## src/rtl/dm_cache.sv

```systemverilog
// Direct-mapped, one-word-per-line, write-through/no-write-allocate cache between
// a picorv32 native bus and a backing memory, with saturating read hit/miss counters.
module dm_cache #(
  parameter int unsigned LINES       = 16,
  parameter logic [31:0] CACHE_LIMIT = 32'h0001_0000
) (
  input  logic        clk,
  input  logic        resetn,
  input  logic        mem_valid,
  input  logic        mem_instr,
  input  logic [31:0] mem_addr,
  input  logic [31:0] mem_wdata,
  input  logic [3:0]  mem_wstrb,
  output logic        mem_ready,
  output logic [31:0] mem_rdata,
  output logic        mm_valid,
  input  logic        mm_ready,
  output logic [31:0] mm_addr,
  output logic [31:0] mm_wdata,
  output logic [3:0]  mm_wstrb,
  input  logic [31:0] mm_rdata,
  output logic [31:0] hit_count,
  output logic [31:0] miss_count
);

  localparam int unsigned IDX  = $clog2(LINES);
  localparam int unsigned TAGW = 30 - IDX;

  typedef enum logic [1:0] {IDLE, READ_MM, WRITE_MM, RESP} state_t;

  state_t            state_q, state_d;
  logic [LINES-1:0]  valid_q, valid_d;
  logic [TAGW-1:0]   tag_q  [LINES];
  logic [31:0]       data_q [LINES];

  logic              mem_ready_q, mem_ready_d;
  logic [31:0]       mem_rdata_q, mem_rdata_d;
  logic              mm_valid_q, mm_valid_d;
  logic [31:0]       mm_addr_q, mm_addr_d;
  logic [31:0]       mm_wdata_q, mm_wdata_d;
  logic [3:0]        mm_wstrb_q, mm_wstrb_d;
  logic              wr_hit_q, wr_hit_d;
  logic [31:0]       hit_q, hit_d;
  logic [31:0]       miss_q, miss_d;

  logic [IDX-1:0]    req_idx, mm_idx;
  logic [TAGW-1:0]   req_tag, mm_tag;
  logic              req_cacheable, req_hit, mm_cacheable;
  logic              line_we;
  logic [31:0]       line_wdata;

  logic              unused_instr;
  assign unused_instr = mem_instr;

  assign req_idx       = mem_addr[IDX+1:2];
  assign req_tag       = mem_addr[31:IDX+2];
  assign req_cacheable = (mem_addr < CACHE_LIMIT);
  assign req_hit       = req_cacheable && valid_q[req_idx] && (tag_q[req_idx] == req_tag);

  assign mm_idx        = mm_addr_q[IDX+1:2];
  assign mm_tag        = mm_addr_q[31:IDX+2];
  assign mm_cacheable  = (mm_addr_q < CACHE_LIMIT);

  always_comb begin
    state_d     = state_q;
    valid_d     = valid_q;
    mem_ready_d = mem_ready_q;
    mem_rdata_d = mem_rdata_q;
    mm_valid_d  = mm_valid_q;
    mm_addr_d   = mm_addr_q;
    mm_wdata_d  = mm_wdata_q;
    mm_wstrb_d  = mm_wstrb_q;
    wr_hit_d    = wr_hit_q;
    hit_d       = hit_q;
    miss_d      = miss_q;
    line_we     = 1'b0;
    line_wdata  = mm_rdata;

    unique case (state_q)
      IDLE: begin
        if (mem_valid) begin
          if (mem_wstrb != 4'b0000) begin
            // Hit status is latched now so the later merge cannot be fooled by the refill path
            mm_valid_d = 1'b1;
            mm_addr_d  = mem_addr;
            mm_wdata_d = mem_wdata;
            mm_wstrb_d = mem_wstrb;
            wr_hit_d   = req_hit;
            state_d    = WRITE_MM;
          end else if (req_hit) begin
            mem_rdata_d = data_q[req_idx];
            mem_ready_d = 1'b1;
            hit_d       = (hit_q == '1) ? hit_q : hit_q + 32'd1;
            state_d     = RESP;
          end else begin
            mm_valid_d = 1'b1;
            mm_addr_d  = mem_addr;
            mm_wstrb_d = '0;
            if (req_cacheable) begin
              miss_d = (miss_q == '1) ? miss_q : miss_q + 32'd1;
            end
            state_d    = READ_MM;
          end
        end
      end
      READ_MM: begin
        if (mm_ready) begin
          mm_valid_d  = 1'b0;
          mem_rdata_d = mm_rdata;
          mem_ready_d = 1'b1;
          state_d     = RESP;
          if (mm_cacheable) begin
            line_we         = 1'b1;
            valid_d[mm_idx] = 1'b1;
          end
        end
      end
      WRITE_MM: begin
        if (mm_ready) begin
          mm_valid_d  = 1'b0;
          mem_ready_d = 1'b1;
          state_d     = RESP;
          if (wr_hit_q) begin
            line_we = 1'b1;
            for (int unsigned b = 0; b < 4; b++) begin
              line_wdata[8*b +: 8] = mm_wstrb_q[b] ? mm_wdata_q[8*b +: 8] : data_q[mm_idx][8*b +: 8];
            end
          end
        end
      end
      RESP: begin
        mem_ready_d = 1'b0;
        state_d     = IDLE;
      end
      default: state_d = IDLE;
    endcase
  end

  always_ff @(posedge clk) begin
    if (!resetn) begin
      state_q     <= IDLE;
      valid_q     <= '0;
      mem_ready_q <= 1'b0;
      mem_rdata_q <= '0;
      mm_valid_q  <= 1'b0;
      mm_addr_q   <= '0;
      mm_wdata_q  <= '0;
      mm_wstrb_q  <= '0;
      wr_hit_q    <= 1'b0;
      hit_q       <= '0;
      miss_q      <= '0;
    end else begin
      state_q     <= state_d;
      valid_q     <= valid_d;
      mem_ready_q <= mem_ready_d;
      mem_rdata_q <= mem_rdata_d;
      mm_valid_q  <= mm_valid_d;
      mm_addr_q   <= mm_addr_d;
      mm_wdata_q  <= mm_wdata_d;
      mm_wstrb_q  <= mm_wstrb_d;
      wr_hit_q    <= wr_hit_d;
      hit_q       <= hit_d;
      miss_q      <= miss_d;
    end
  end

  // Tag/data storage is not reset; valid bits alone decide hits.
  always_ff @(posedge clk) begin
    if (resetn && line_we) begin
      data_q[mm_idx] <= line_wdata;
      tag_q[mm_idx]  <= mm_tag;
    end
  end

  assign mem_ready  = mem_ready_q;
  assign mem_rdata  = mem_rdata_q;
  assign mm_valid   = mm_valid_q;
  assign mm_addr    = mm_addr_q;
  assign mm_wdata   = mm_wdata_q;
  assign mm_wstrb   = mm_wstrb_q;
  assign hit_count  = hit_q;
  assign miss_count = miss_q;

endmodule
```

## config.mk

```make
export PLATFORM = sky130hd
export DESIGN_NAME = dm_cache
export DESIGN_NICKNAME = d
export VERILOG_FILES = /design/src/rtl/dm_cache.sv
export SDC_FILE = /design/constraint.sdc
export NUM_CORES = 1
export LEC_CHECK = 0
export ABC_AREA = 1
export CORE_MARGIN = 5
export CORE_UTILIZATION = 58
export DETAILED_ROUTE_END_ITERATION = 12
export DONT_BUFFER_PORTS = 1
export PLACE_DENSITY = 0.74
export SETUP_SLACK_MARGIN = 0.5
export SYNTH_ARGS = -nofsm -noshare
export SYNTH_HDL_FRONTEND = slang
export SYNTH_SLANG_ARGS = --single-unit
```

## constraint.sdc

```tcl
create_clock -name clk -period 4.4 [get_ports clk]
set_input_delay 0.22 -clock clk [delete_from_list [all_inputs] [get_ports clk]]
set_output_delay 0.22 -clock clk [all_outputs]
set_load 0.02 [all_outputs]
```

# [Yosys cells after proc, flatten, opt, wreduce, memory -nomap -nowiden]
# Memory sizes are Yosys's and may differ from the RTL's.
# Index checks and enable logic that the tools add are counted.
[totals] reg_bits=185 latch_bits=0 ram_bits=928 mem_bits_ro=0 in_bits=105 out_inout_bits=166 mem_count=2
[mem_list] name="data_q" words=16 width=32 rd=1 rd_clocked_by_memory_dff=0 write_ports=1 line="34" source="logic [31:0] data_q [LINES];"
[mem_list] name="tag_q" words=16 width=26 rd=1 rd_clocked_by_memory_dff=0 write_ports=1 line="33" source="logic [TAGW-1:0] tag_q [LINES];"
[classes] n_addsub=2 n_mul=0 div_mod_pow=0 order_cmp=5 eq_ne=17 shift=0 n_mux=42 n_bitwise=5 n_reduce_logical=22
[op_table] cell="2-to-1 mux 32 bit" count=9
[op_table] cell="adder 32 x 1 -> 32 bit, second input constant" count=2
[op_table] cell="== test 32 bit, second input constant" count=2
[op_table] cell="< comparator 32 x 17 -> 1 bit, second input constant" count=2
[op_table] cell="one-hot mux 32 bit (2 select lines)" count=1
[op_table] cell="2-to-1 mux 8 bit" count=4
[op_table] cell="== test 26 bit" count=1
[op_table] cell="2-to-1 mux 1 bit" count=16
[op_table] cell="inequality test 4 bit, second input constant" count=4
[op_table] cell="bitwise OR 16 bit" count=1
[op_table] cell="< comparator 4 x 5 -> 1 bit, second input constant" count=2
[op_table] cell="AND reduction 2 bit" count=5
[op_table] cell="AND reduction 5 bit" count=2
[op_table] cell="AND reduction 3 bit" count=3
[op_table] cell="2-to-1 mux 2 bit" count=4
[op_table] cell="2-to-1 mux 4 bit" count=2
[op_table] cell="inequality test 2 bit, second input constant" count=4
[op_table] cell="AND reduction 4 bit" count=2
[op_table] cell="one-hot mux 2 bit (3 select lines)" count=1
[op_table] cell="AND reduction 6 bit" count=1
[op_table] cell="binary-select mux 1 bit (select 4 bit)" count=1
[op_table] cell="demux 1 bit (select 4 bit)" count=1
[op_table] cell="== test 2 bit, second input constant" count=2
[op_table] cell=">= comparator 4 x 1 -> 1 bit, second input constant" count=1
[op_table] cell="11 further kinds" count=20

# [Logic depth before layout (Yosys ltp)]
# Gate-level depths: netlist (run 1).
[depth] ltp_word=8 ltp_mapped=26 mapped_depth_nobuf=22

# [Worst setup path before layout (run 1)]
# No wires, ideal clock.
[synth_path] path_kind="reg2reg" start="register mm_addr_q[18], in the netlist mm_addr[18]" end="memory tag_q[10][0] (netlist name), enable pin" setup_ns=0.381 arrival_time_ns=2.432 t_required_ns=4.019 path_slack_ns=1.587 path_stages_with_launch=11 synth_period_minus_slack_ns=2.813 path_cell_list="dfxtp_1 nor4_1 nand3_1 nor4_1 nand4_1 nand2_1 o2111ai_1 inv_1 clkbuf_1 nand2_1 inv_1"
[synth_via] elab_chain_cells=7
[synth_lines] element="start, declared" line="39" source="logic [31:0] mm_addr_q, mm_addr_d;"
[synth_lines] element="start signal, assigned" line="158" source="mm_addr_q <= mm_addr_d;"
[synth_lines] element="< comparator 32 x 17 -> 1 bit" line="62" source="assign mm_cacheable = (mm_addr_q < CACHE_LIMIT);"
[synth_lines] element="2-to-1 mux 1 bit" line="112" source="if (mm_cacheable) begin"
[synth_lines] element="2-to-1 mux 1 bit" line="107" source="if (mm_ready) begin"
[synth_lines] element="one-hot mux 1 bit (2 select lines)" line="79" source="unique case (state_q)"
[synth_lines] element="logical AND 1 bit" line="169" source="if (resetn && line_we) begin"
[synth_lines] element="2-to-1 mux 1 bit" line="169"
[synth_lines] element="2-to-1 mux 1 bit (not written as such)" line="171" source="tag_q[mm_idx] <= mm_tag;"
[synth_lines] element="end, declared" line="33"
# Every way passes these cells.

# [Worst setup path after layout (run 1)]
[layout_path] start="input port mem_addr[2]" end="register mem_rdata_q[27], in the netlist mem_rdata[27]"
[layout_via] elab_chain_cells=6 elab_cells_between_ends=14 classes_between="order compare (1); eq/ne (2); mux (6); reduce/logical (3); memory (2)"
[layout_lines] element="start, declared" line="11" source="input logic [31:0] mem_addr,"
[layout_lines] element="branches (longest 6 deep; another with < comparator 32 x 17 -> 1 bit)"
[layout_lines] element="end signal, assigned" line="156" source="mem_rdata_q <= mem_rdata_d;"
[layout_lines] element="end, declared" line="37" source="logic [31:0] mem_rdata_q, mem_rdata_d;"
# Several ways; the timed one is not identified. The select of a mux whose other input is x is not followed.
# A chain may end at the register's enable or synchronous reset.

==> impl_metrics.csv, run 1 <==
group,metric,value,unit
run_status,status,"finished, final reports clean",
run,maxCapViolCount,0,
cts,cts_tree,"done",
yosys,syn_area_per_cell,10.3,um^2
place,dpl_worst_slack,0.761,ns
global_route,grt_overflow_total,0,
yosys,yosysUniqueCellTypes,38,
detailed_routing,routed_wl,133000,um
cts,clock_sink_count,1113,
yosys,syn_nets,4658,
detailed_routing,drt_iter0_drc,4143,
setup_path,rr_endpoint,"tag_q[1][22]$_DFFE_PP_",
timing,fmax,274,MHz
timing,min_period,3.65,ns
floorplan,num_io_pins,271,
timing,worst_slack,0.747,ns
floorplan,die_y,295,um
yosys,synth_area_leaders,"edfxtp_1 59%, dfxtp_1 7.9%, nand2_1 7.2%",
pwr,vdd_ir_drop_max,0.319,mV
setup_path,startpoint_type,"input port",
detailed_routing,firstDrtPassIters,7,
timing,finalHoldViolCount,0,
place,dp_hpwl,77600,um
detailed_routing,drc,0,
global_route,grt_usage,29.7,%
setup_path,path_class,"in -> reg",
yosys,syn_area,0.0470,mm^2
setup_path,ff2ff_path_depth,10,
setup_path,cp.arrival,4.27,ns
yosys,synth_warnings,0,
setup_path,crit_path_end_kind,"flip-flop",
finish,nNetsFinal,4773,
yosys,synth_top_area_cell,"edfxtp_1",
cts,h-tree-depth,3,
setup_path,crit_path_start,"mem_addr[2]",
pwr,clkPwrFrac,36.8,%
cts,insertion_delay,0.69,ns
yosys,synth-seq-cells,1113,
floorplan,num_rows,104,
pwr,power_frac_comb,11.8,%
pwr,swShare,27.6,%
floorplan,core,0.0804,mm^2
yosys,async_reset_ff_share,0,%
finish,area_growth,13.5,%
setup_path,worstPathMaxFanout,485,
pwr,p_seq_share,51.3,%
pwr,p_per_area,468,mW/mm^2
timing,relSlewSlack,25.8,%
min_path,hold_path_end,"mem_rdata[17]$_SDFFE_PN0P_",
place,gp_congestion,0.921,
detailed_routing,viasPerCell,5.96,
global_route,grt_pass1_vias,33300,
min_path,hold_class,"in -> reg",
yosys,synth-main-ff-cell,"edfxtp_1",
min_path,hold_path_depth,4,
finish,final_layout_size_suffix_gt1_share,7.65,%
pwr,p_int,18.1,mW
global_route,grt_start_max_net_pins,486,
cts,clk_pin_slew,0.06,ns
floorplan,die_x,295,um
timing,fin_setup_tns,0,ns
yosys,synth_edf_count,928,
detailed_routing,final_antenna_net_count,0,
floorplan,die_area,0.0868,mm^2
yosys,ys_seq_area_share,67.2,%
timing,finalCritPeriodShare,83.0,%
floorplan,initial_core_util,58.4,%
yosys,yosysTopAreaCellShare,59.3,%
setup_path,r2r_start,"mm_addr[19]$_SDFFE_PN0P_",
timing,slew_viol_final,0,
setup_path,ff2ff_setup_slack,0.82,ns
timing,max_slew.worst_pin.slew,1.11,ns
timing,setup-violations-final,0,
cts,cts_made_buffers,111,
cts,cts_buffer_depth,3,
pwr,p_leak,19.7,nW
timing,rsz0062_at_grt,"false",
detailed_routing,wl_per_cell,22.8,um
cts,cts_root_buf,"clkbuf_16",
pwr,p_switching,6.88,mW
yosys,synthCells,4547,
timing,fin_skew,0.0316,ns
finish,nFillCells,5819,
detailed_routing,num_vias,34800,
place,port_buffers,0,
setup_path,required,5.02,ns
global_route,antenna_found_initial,7,
global_route,grt_pass1_wl,198000,um
min_path,hold_start,"mm_rdata[17]",
timing,hold_ws,0.0475,ns
==> power by group through the flow <==
stage	logic (mW)	registers, mW	clock network (mW)
after floorplan	1.82	12.9	0
after global placement	2.65	13.0	0
after detailed placement	2.71	13.0	0
after CTS	2.86	12.8	9.24
after global routing	3.21	12.9	9.71
final	2.95	12.8	9.20
==> synth_stat cells, drive strengths merged, types with 16 or more instances <==
cell type	n
o22ai	23
nand4	28
buf	108
inv	358
nand3	421
o211ai	16
clkbuf	154
o21ai	414
nor2	638
dfxtp	185
nor3	29
edfxtp	928
o221ai	106
nand2	903
a21oi	171
==> how the worst max path moves through the flow <==
stage	endpoint	slack, ns	depth (start not counted)
floorplan	tag_q[10][0]$_DFFE_PP_	1.59	10
global placement	data_q[3][25]$_DFFE_PP_	0.76	9
detailed placement	data_q[3][25]$_DFFE_PP_	0.76	9
CTS	data_q[6][1]$_DFFE_PP_	0.73	9
global route	data_q[4][1]$_DFFE_PP_	0.50	9
finish	mem_rdata[27]$_SDFFE_PN0P_	0.75	21
==> logic make-up (layout without fill, tap and decap cells) <==
| group | count (synthesis) | in the layout | synth area share, % |
|---|---|---|---|
| other | 0 | 7 | 0 |
| flip-flops | 1113 | 1113 | 67.2 |
| AND/OR/NAND/NOR | 2040 | 2040 | 17.9 |
| multiplexers | 8 | 8 | 0.170 |
| AO/OA/AOI/OAI | 744 | 744 | 8.98 |
| adder cells (fa/ha/maj) | 6 | 6 | 0.160 |
| buffers and inverters | 621 | 833 | 5.30 |
| XOR/XNOR | 15 | 15 | 0.280 |
==> cell type report <==
class / count / area [um^2] / area share [%]
well taps: 1060 / 1330 / 2.49
flip-flops and latches: 1113 / 31600 / 59.2
inverters: 359 / 1390 / 2.61
repair buffers: 264 / 2440 / 4.58
multi-input cells: 2813 / 13000 / 24.4
diodes: 7 / 17.5 / 0.0329
clock inverters: 55 / 393 / 0.737
clock buffers: 155 / 3180 / 5.96
==> cell usage in the layout, fill, tap and decap left out, types with 4 or more instances in the layout <==
| cell type | synthesis | layout |
|---|---|---|
| inv_1 | 354 | 335 |
| clkinv_2 | 0 | 18 |
| mux2i_1 | 8 | 8 |
| o22ai_1 | 23 | 23 |
| dlygate4sd3_1 | 0 | 111 |
| buf_4 | 16 | 138 |
| a21oi_1 | 171 | 168 |
| clkbuf_16 | 0 | 115 |
| nor4_1 | 12 | 12 |
| nand3_1 | 421 | 420 |
| xor2_1 | 13 | 13 |
| o21ai_1 | 16 | 18 |
| nor2_1 | 633 | 618 |
| inv_2 | 4 | 7 |
| o211ai_1 | 16 | 16 |
| inv_6 | 0 | 4 |
| o221ai_1 | 106 | 106 |
| clkbuf_1 | 154 | 25 |
| a31oi_1 | 7 | 7 |
| nand2_1 | 899 | 898 |
| clkinv_1 | 1 | 31 |
| o21bai_1 | 6 | 6 |
| dfxtp_1 | 185 | 185 |
| nand4_1 | 28 | 28 |
| ha_1 | 6 | 5 |
| clkinvlp_4 | 0 | 8 |
| buf_12 | 0 | 13 |
| nor2_2 | 3 | 18 |
| nor3_1 | 29 | 29 |
| diode_2 | 0 | 7 |
| edfxtp_1 | 928 | 928 |
| clkbuf_8 | 0 | 15 |
| o21ai_0 | 398 | 396 |
==> worst max-delay path, stage by stage <==
cell,delay [ns]
inv_8,0.46
buf_4,0.35
nand2_1,0.09
nand2_1,0.07
nand2_1,0.05
nand3_1,0.08
nand3_1,0.12
nand3_1,0.24
nand2_1,0.10
inv_1,0.06
nand2_1,0.04
nor2_1,0.13
nand3_1,0.16
nor2_4,0.26
nand2_4,0.15
nand2_8,0.29
nand2_4,0.25
nand2_1,0.11
nand2_1,0.06
dlygate4sd3_1,0.59
nor2_1,0.10
==> flip-flops by register name, indices dropped and copies added, names as in the netlist <==
signal	count
mm_addr	32
wr_hit_q	1
tag_q	416
miss_count	32
mm_wdata	32
state_q	2
mem_rdata	32
hit_count	32
mm_wstrb	4
valid_q	16
mm_valid	1
mem_ready	1
data_q	512
==> through the flow <==
| stage | std cells | power (mW) | instance area (um^2) | util, % |
|---|---|---|---|---|
| detailed placement | 5486 | 15.7 | 48400 | 60.2 |
| global route | 5822 | 25.8 | 53300 | 66.3 |
| CTS | 5807 | 24.9 | 53100 | 66.0 |
| global placement | 5486 | 15.7 | 48400 | 60.2 |
| finish | 5826 | 25.0 | 53300 | 66.3 |
| floorplan | 4547 | 14.7 | 47000 | - |
==> metal layers <==
metal | vias to the layer above | routed length, um | GRT usage (%)
met4 | 6 | 5660 | 12.6
met5 | - | 39 | 0
met2 | 1912 | 63300 | 48.5
met1 | 16600 | 48300 | 38.3
li1 | 15900 | - | -
met3 | 341 | 15300 | 7.24
==> repair_timing <==
| action | 4_1_cts | 5_1_grt |
|---|---|---|
| hold endpoints to repair | 473 | 3 |
| buffers inserted | 0 | 10 |
| setup endpoints to repair | 0 | 228 |
| resized for setup | 0 | 24 |
| hold buffers | 111 | 1 |
(Power assumes the default switching activity.)
==> run 2: changes to the inputs <==
- clock period: 4.4 -> 3.4 ns (I/O delays scaled with it)
==> run 2 against run 1 <==
The flow now finishes with violations (max-slew violations). Cell count up 0.79%. Non-clock buffer count grew 50. Combinational power grew 45%. Global-route usage grew 0.58 points. Critical path depth is 10 lower. Sequential power grew 30%. First-iteration DRC count grew 20%. Die area is the same. Critical endpoint is now data_q[13][17]$_DFFE_PP_.
==> impl_metrics.csv, run 2 (synthesis gave the netlist of run 1 again) <==
group,metric,value,unit
cts,clk_pin_slew,0.06,ns
setup_path,crit_path_end_kind,"flip-flop",
setup_path,crit_top_cell,"nand2_1",
timing,rsz0062_at_grt,"true",
global_route,antenna_found_initial,7,
finish,area_growth,15.1,%
run_status,status,"finished, violations left",
timing,min_period,2.88,ns
cts,h-tree-depth,3,
finish,ff_latch_area,0.0316,mm^2
setup_path,path_class,"reg -> reg",
detailed_routing,viasPerCell,6.01,
pwr,power,32.8,mW
place,gp_congestion,0.934,
finish,reg.largest.list,"data_q (512), tag_q (416)",
floorplan,die_area,0.0868,mm^2
detailed_routing,drt_iter0_drc,4972,
timing,fin_setup_tns,0,ns
setup_path,cpPeakStageDelay,0.33,ns
timing,finalCritPeriodShare,84.6,%
place,port_buffers,0,
timing,fmax,348,MHz
finish,multi_input_area,0.0131,mm^2
finish,nFillCells,5748,
floorplan,die_x,295,um
setup_path,cp_slowest_cell,"nor4_2",
setup_path,cp.arrival,3.24,ns
floorplan,die_y,295,um
run,maxCapViolCount,0,
timing,max_slew.worst_pin.slew,1.61,ns
setup_path,required,3.77,ns
detailed_routing,final_antenna_net_count,0,
pwr,p_leak,20.1,nW
cts,clock_sink_count,1113,
timing,slew_viol_final,98,
timing,fin_skew,0.0238,ns
finish,nNetsFinal,4823,
place,dp_hpwl,78000,um
global_route,grt_start_max_net_pins,486,
finish,final_cell_mix,"928 x edfxtp_1, 892 x nand2_1, 622 x nor2_1",
timing,finalHoldViolCount,0,
cts,cts_root_buf,"clkbuf_16",
timing,setup-violations-final,0,
cts,cts_tree,"done",
finish,top_register,"data_q",
place,dpl_worst_slack,0.237,ns
cts,insertion_delay,0.69,ns
detailed_routing,wl_per_cell,23.2,um
min_path,hold_class,"in -> reg",
setup_path,startpoint_type,"flip-flop",
floorplan,num_rows,104,
pwr,vdd_ir_drop_max,0.433,mV
floorplan,num_io_pins,271,
setup_path,path_cells,"nor4_2 > nand3_1 > nor4_1 > nand4_1 > nand2_1 > o2111ai_1 > inv_2 > buf_12 > nand2_1 > nor2_1 > buf_4",
setup_path,worstPathMaxFanout,16,
timing,relSlewSlack,-7.63,%
finish,largest_register_ffs,512,
detailed_routing,routed_wl,136000,um
detailed_routing,firstDrtPassIters,6,
cts,cts_made_buffers,110,
run_status,violations,"max-slew violations",
pwr,p_per_area,607,mW/mm^2
global_route,grt_pass1_vias,33000,
detailed_routing,drc,0,
global_route,grt_usage,30.3,%
timing,worst_slack,0.524,ns
cts,cts_buffer_depth,3,
finish,layout_commonest_cell,"edfxtp_1",
global_route,grt_pass1_wl,200000,um
detailed_routing,num_vias,35300,
floorplan,core,0.0804,mm^2
floorplan,initial_core_util,58.4,%
finish,final_layout_size_suffix_gt1_share,9.07,%
global_route,grt_overflow_total,0,
run 2: cell types whose count changed in the layout (fill, tap and decap cells not counted), moves of 5 or more:
cell and delta:
nand3_1 -6, buf_4 +33, buf_12 +22, dlygate4sd3_1 -6
clkbuf_8 -5, nor2_2 -9, clkinvlp_4 -7, clkinv_2 +9
nand2_2 +6, nand3_2 +6, nand2_1 -6, nor2_4 +5
clkbuf_1 -7
run 2: routing by layer:
metal | routed length, um | GRT usage, % | share of wire [%]
met1 | 50000 | 39.3 | 37
met4 | 5880 | 12.8 | 4.3
met5 | 25 | 0 | 0.018
met2 | 64900 | 49.0 | 48
met3 | 15400 | 7.69 | 11
run 2: what timing repair did:
action | in CTS | in global routing
setup endpoints to repair | 852 | 980
buffers inserted | 0 | 9
pin swaps | 0 | 6
hold endpoints to repair | 573 | 0
hold buffers | 106 | 0
gates cloned | 0 | 2
gates resized for setup | 10 | 31
run 2: worst paths after layout:
kind	from	endpoint	slack (ns)	cells after the start
max	mm_addr[18]$_SDFFE_PN0P_	data_q[13][17]$_DFFE_PP_	0.52	11
min	mem_addr[5]	mem_rdata[19]$_SDFFE_PN0P_	0.05	4
max reg2reg	mm_addr[18]$_SDFFE_PN0P_	data_q[13][17]$_DFFE_PP_	0.52	11
min reg2reg	valid_q[12]$_SDFFE_PN0P_	valid_q[12]$_SDFFE_PN0P_	0.45	2
run 2: worst max-delay path, delay by kind of cell (launching register included):
kind / cells / cell delay (ns)
compound gates: 1 / 0.13
buf+inv: 3 / 0.49
simple gates: 7 / 1.62
flops: 1 / 0.32
run 2: cell type report:
cell class	count	share of cell area (%)
Sequential cell	1113	58.4
Multi-Input combinational cell	2814	24.2
Clock buffer	144	5.75
Timing Repair Buffer	314	5.73
Inverter	359	2.53
Tap cell	1060	2.45
Clock inverter	63	0.866
Antenna cell	5	0.0231
run 2: metrics by stage:
stage                     instances  cell area (um^2)  hold WS [ns]  utilization [%]
after floorplan                4547             47000         0.305                -
after global placement         5542             49100         0.302             61.0
after detailed placement       5542             49100         0.306             61.0
after CTS                      5855             53800       0.00587             66.9
after global routing           5869             54000        0.0552             67.2
final                          5872             54100        0.0550             67.2
run 2: power by group:
group	internal [mW]	switching, mW
combinational	1.36	2.91
clock	6.76	5.19
sequential	15.6	1.02
